## config.mk

```make
export PLATFORM = sky130hd
export DESIGN_NAME = display_scan_ctrl
export DESIGN_NICKNAME = d
export VERILOG_FILES = /design/src/rtl/disp_pkg.sv /design/src/rtl/scan_tick_gen.sv /design/src/rtl/display_scan_ctrl.sv
export SDC_FILE = /design/constraint.sdc
export NUM_CORES = 1
export LEC_CHECK = 0
export CAP_MARGIN = 0
export CELL_PAD_IN_SITES_DETAIL_PLACEMENT = 1
export CELL_PAD_IN_SITES_GLOBAL_PLACEMENT = 2
export CORE_MARGIN = 8
export CORE_UTILIZATION = 34
export CTS_CLUSTER_SIZE = 25
export DETAILED_ROUTE_END_ITERATION = 10
export PLACE_DENSITY = 0.83
export SETUP_SLACK_MARGIN = 0.4
export SYNTH_ARGS = -nofsm -noshare
export SYNTH_HDL_FRONTEND = slang
export SYNTH_SLANG_ARGS = --single-unit
```

## constraint.sdc

```tcl
create_clock -name clk -period 2.7 [get_ports clk]
set_input_delay 0.54 -clock clk [delete_from_list [all_inputs] [get_ports clk]]
set_output_delay 0.54 -clock clk [all_outputs]
set_load 0.005 [all_outputs]
```

## src/rtl/disp_pkg.sv

```systemverilog
// rtl/disp_pkg.sv - shared constants, FSM state type and anode decode for the display scan controller
package disp_pkg;

    localparam int         NUM_DIGITS = 8;
    localparam int         SEL_W      = 3;
    localparam logic [7:0] ANODE_OFF  = 8'hFF;

    typedef enum logic {S_GUARD, S_DRIVE} scan_state_t;

    // Active-low one-hot drive for the selected digit, or all off.
    function automatic logic [NUM_DIGITS-1:0] anode_decode(input logic [SEL_W-1:0] sel,
                                                           input logic             lit);
        return lit ? ~(8'd1 << sel) : ANODE_OFF;
    endfunction

endpackage

```

## src/rtl/scan_tick_gen.sv

```systemverilog
// rtl/scan_tick_gen.sv - prescaler emitting one tick per TICK_DIV clocks
module scan_tick_gen #(
    parameter int TICK_DIV = 100000
) (
    input  logic clk,
    input  logic reset_n,
    output logic tick
);

    localparam int CNT_W = (TICK_DIV > 1) ? $clog2(TICK_DIV) : 1;

    logic [CNT_W-1:0] tick_cnt;

    assign tick = (tick_cnt == CNT_W'(TICK_DIV - 1));

    always_ff @(posedge clk or negedge reset_n) begin
        if (!reset_n) begin
            tick_cnt <= '0;
        end else if (tick) begin
            tick_cnt <= '0;
        end else begin
            tick_cnt <= tick_cnt + 1'b1;
        end
    end

endmodule

```

## src/rtl/display_scan_ctrl.sv

```systemverilog
// rtl/display_scan_ctrl.sv - 8-digit 7-segment scan controller with guard interval and tear-free snapshot
module display_scan_ctrl
    import disp_pkg::*;
#(
    parameter int TICK_DIV = 100000,
    parameter int GUARD    = 16
) (
    input  logic                  clk,
    input  logic                  reset_n,
    input  logic [31:0]           data_in,
    input  logic                  load,
    input  logic [NUM_DIGITS-1:0] digit_en,
    input  logic                  blank,
    output logic [31:0]           data_out,
    output logic [SEL_W-1:0]      select,
    output logic [NUM_DIGITS-1:0] anode,
    output logic                  frame_done
);

    localparam int GW = $clog2(GUARD) + 1;

    logic              tick;
    logic              boundary;
    scan_state_t       state, state_next;
    logic [GW-1:0]     gcnt, gcnt_next;
    logic [SEL_W-1:0]  sel_next;
    logic              lit_next;
    logic [31:0]       pending;
    logic              pend_valid;

    scan_tick_gen #(.TICK_DIV(TICK_DIV)) u_tick (
        .clk     (clk),
        .reset_n (reset_n),
        .tick    (tick)
    );

    assign boundary   = tick && (select == 3'd7);
    assign frame_done = boundary;

    always_comb begin
        sel_next   = select;
        state_next = state;
        gcnt_next  = gcnt;
        if (tick) begin
            sel_next   = select + 3'd1;
            state_next = S_GUARD;
            gcnt_next  = '0;
        end else if (state == S_GUARD) begin
            if (gcnt == GW'(GUARD - 1)) begin
                state_next = S_DRIVE;
            end else begin
                gcnt_next = gcnt + 1'b1;
            end
        end
    end

    // The anode register is loaded from next-cycle state so it lines up with select and the FSM.
    assign lit_next = (state_next == S_DRIVE) && digit_en[sel_next] && !blank;

    always_ff @(posedge clk or negedge reset_n) begin
        if (!reset_n) begin
            select <= '0;
            state  <= S_GUARD;
            gcnt   <= '0;
            anode  <= ANODE_OFF;
        end else begin
            select <= sel_next;
            state  <= state_next;
            gcnt   <= gcnt_next;
            anode  <= anode_decode(sel_next, lit_next);
        end
    end

    // data_out only moves at the frame boundary; a load on that very cycle bypasses pending.
    always_ff @(posedge clk or negedge reset_n) begin
        if (!reset_n) begin
            data_out   <= '0;
            pending    <= '0;
            pend_valid <= 1'b0;
        end else if (boundary) begin
            if (load) begin
                data_out <= data_in;
            end else if (pend_valid) begin
                data_out <= pending;
            end
            pend_valid <= 1'b0;
        end else if (load) begin
            pending    <= data_in;
            pend_valid <= 1'b1;
        end
    end

endmodule

```

==> impl_metrics.csv <==
group,metric,value,unit
outcome,status,"complete, no violations",
setup_path,r2r-start,"u_tick.tick_cnt[13]",
pwr,power.switching,0.704,mW
synthesis,synth-simple-area-share,9.95,%
routing,drc,0,
global_routing,grt_usage,14.7,%
clock_network,cts_hold_buf,0,
synthesis,yosys_warnings,0,
synthesis,synth_xor_area_share,3.35,%
placement,place_hpwl,7690,um
die,fp.dieH,130,um
placement,placed_cells,607,
setup_path,critPathRequiredTime,2.16,ns
timing,finalHoldViolations,0,
placement,dpl-instance-area,5520,um^2
setup_path,reg2reg_depth,4,
timing,fin_worst_skew,0.0105,ns
setup_path,crit_type,"flip-flop to output pin",
routing,num_vias,3172,
final_layout,drive_gt1_share,18.7,%
setup_path,cp_top_family,"simple AND/OR/NAND/NOR gates",
setup_path,crit_buf_inv,1,
final_layout,utilization,46.2,%
synthesis,synth_top_family_by_area,"multiplexers",
timing,rsz0062_at_grt,"yes",
routing,first_pass_iters,4,
clock_network,h-tree-depth,3,
synthesis,synth-edff-count,0,
synthesis,async_flop_share,100,%
global_routing,grt_first_pass_wirelength,19400,um
synthesis,syn_inst,360,
job,cap_violations,0,
min_path,hp-class,"input pin to asynchronous set/reset pin",
timing,setup_violations,0,
timing,slew_viol_final,0,
final_layout,fin_cells,626,
final_layout,antenna_cells,0,
synthesis,synthMuxAreaShare,17.9,%
synthesis,synth_seq_area_share,56.0,%
clock_network,clock_latency,0.36,ns
die,num_rows,41,
setup_path,critical_path.cell_chain,"or4bb_4 -> nor4_4 -> buf_2",
setup_path,crit_path_max_fanout,2,
routing,viasPerCell,5.07,
timing,setup_tns,0,ns
setup_path,worst-path-stages,3,
setup_path,r2r_slack,0.45,ns
pwr,powerDensity,532,nW/um^2
global_routing,grt_pass1_vias,3636,
die,initial_core_util,35.0,%
die,die_area,17000,um^2
routing,drtIter0Drc,210,
setup_path,crit_end,"frame_done",
setup_path,worstReg2RegEnd,"pending[0]",
pwr,peakVddDrop,0.000357,V
clock_network,cts_root_buffer,"clkbuf_16",
die,die_w,130,um
timing,min_period,2.28,ns
global_routing,grt_overflow_total,0,
clock_network,cts_tree,"yes",
setup_path,max_stage_delay,0.58,ns
routing,wirelength,11700,um
synthesis,ys.flop_type,"dfrtp_1",
synthesis,syn_area,4440,um^2
synthesis,synthesis.nets,409,
timing,maxSlewHeadroom,57.5,%
final_layout,fin_nets,498,
final_layout,fin_area,5860,um^2
final_layout,area_growth,31.9,%
routing,drtAntennaViolNets,0,
timing,max_clock_freq,0.439,GHz
clock_network,cts.sinks,99,
routing,wl_per_cell,18.7,um
die,core,12700,um^2
setup_path,timing.critical_path.from,"u_tick.tick_cnt[6]",
pwr,p_leak,2.55,nW
pwr,pwr-share-comb,8.3,%
pwr,power_frac_seq,50.1,%
synthesis,synth-seq-cells,99,
setup_path,end_kind,"output pin",
timing,hold_ws,0.169,ns
placement,port_buffers,87,
pwr,intPower,2.41,mW
setup_path,cp_slowest_cell,"or4bb_4",
synthesis,synthAdderAreaFrac,1.41,%
clock_network,clockBufferDepth,2,
pwr,switching_share,22.6,%
global_routing,grt_max_degree,49,
global_routing,antenna_found_initial,0,
timing,period_share,84.4,%
clock_network,cts.clk_slew.worst_paths,0.06,ns
synthesis,synth_cell_type_count,38,
die,io_pins,88,
synthesis,synth_compound_area_share,8.77,%
setup_path,arrival,1.74,ns
placement,place.gp.congestion,0.780,
timing,worstMarginPinSlew,0.637,ns
pwr,clockPowerShare,41.6,%
setup_path,start_kind,"flip-flop",
synthesis,syn_avg_cell_area,12.3,um^2
clock_network,cts_buffers,9,
cell families (layout without fill, tap and decap cells):
logic type      after synthesis  after routing
mux                          64             64
xor+xnor                     17             17
fa+ha+maj                     5              5
buf+inv                      24            118
simple gates                 79             79
flops                        99             99
compound gates               72             72
area by class of cell:
| type | count | area (um^2) |
|---|---|---|
| fillers | 1350 | 6820 |
| repair buffers | 101 | 988 |
| clock buffers | 10 | 229 |
| clock inverters | 6 | 65.1 |
| multi-input cells | 237 | 1870 |
| well taps | 172 | 215 |
| flip-flops and latches | 99 | 2490 |
| inverters | 1 | 3.75 |
metal layers:
layer,vias up,track usage [%],wire [um]
met5,-,0,0
met2,73,23.4,5530
met1,1615,18.5,5340
met3,13,4.00,646
met4,0,6.35,186
li1,1471,-,-
cells in the final DEF (no fill, tap or decap), types with 8 or more instances in the layout:
| cell | count |
|---|---|
| buf_4 | 13 |
| clkbuf_16 | 9 |
| clkdlybuf4s50_1 | 84 |
| dfrtp_1 | 90 |
| dfstp_2 | 8 |
| mux2_4 | 30 |
| mux2i_1 | 32 |
| nand2_1 | 11 |
| nand3_1 | 16 |
| nand4_1 | 8 |
| nor2_1 | 16 |
| o21ai_0 | 67 |
| xnor2_1 | 8 |
| xor2_1 | 9 |
per-stage QoR:
| stage | power, mW | worst slack [ns] |
|---|---|---|
| 4_1_cts | 3.18 | 0.388 |
| 3_3_place_gp | 1.84 | 0.178 |
| 6_report | 3.12 | 0.420 |
| 3_5_place_dp | 1.85 | 0.134 |
| 2_1_floorplan | 1.72 | 0.561 |
| 5_1_grt | 3.24 | 0.356 |
worst min-delay path by stage:
stage / start / endpoint / slack (ns)
3_5_place_dp: pending[8] / pending[8] / 0.49
5_1_grt: reset_n / data_out[15] / 0.20
2_1_floorplan: reset_n / data_out[0] / 0.24
6_report: reset_n / u_tick.tick_cnt[11] / 0.17
3_3_place_gp: pending[31] / pending[31] / 0.49
4_1_cts: reset_n / u_tick.tick_cnt[11] / 0.18
power by group through the flow:
| stage | logic (mW) | clock network [mW] | registers [mW] |
|---|---|---|---|
| after global routing | 0.285 | 1.39 | 1.57 |
| after CTS | 0.266 | 1.35 | 1.56 |
| after detailed placement | 0.266 | 0 | 1.59 |
| final | 0.260 | 1.29 | 1.56 |
| after floorplan | 0.139 | 0 | 1.58 |
| after global placement | 0.259 | 0 | 1.58 |
registers in the layout (all words and copies together), names as in the netlist:
name / cells
state: 1
anode: 8
pend_valid: 1
u_tick.tick_cnt: 17
gcnt: 5
data_out: 32
pending: 32
select: 3
synthesized netlist by cell type (8+ instances only):
cell type | n | area, um^2
xnor2_1 | 8 | 70.1
xor2_1 | 9 | 78.8
dfrtp_1 | 91 | 2280
mux2_4 | 30 | 450
nor2_1 | 16 | 60.1
nand2_1 | 12 | 45.0
nand3_1 | 16 | 80.1
nand4_1 | 8 | 50.1
dfstp_2 | 8 | 210
clkbuf_1 | 17 | 63.8
mux2i_1 | 32 | 320
o21ai_0 | 68 | 340
timing repair:
| action | CTS | global route |
|---|---|---|
| gates resized for setup | 11 | 1 |
| pin swaps | 1 | 0 |
| endpoints found under the setup margin | 3 | 3 |
| setup buffers | 2 | 1 |
(Power assumes the default switching activity.)
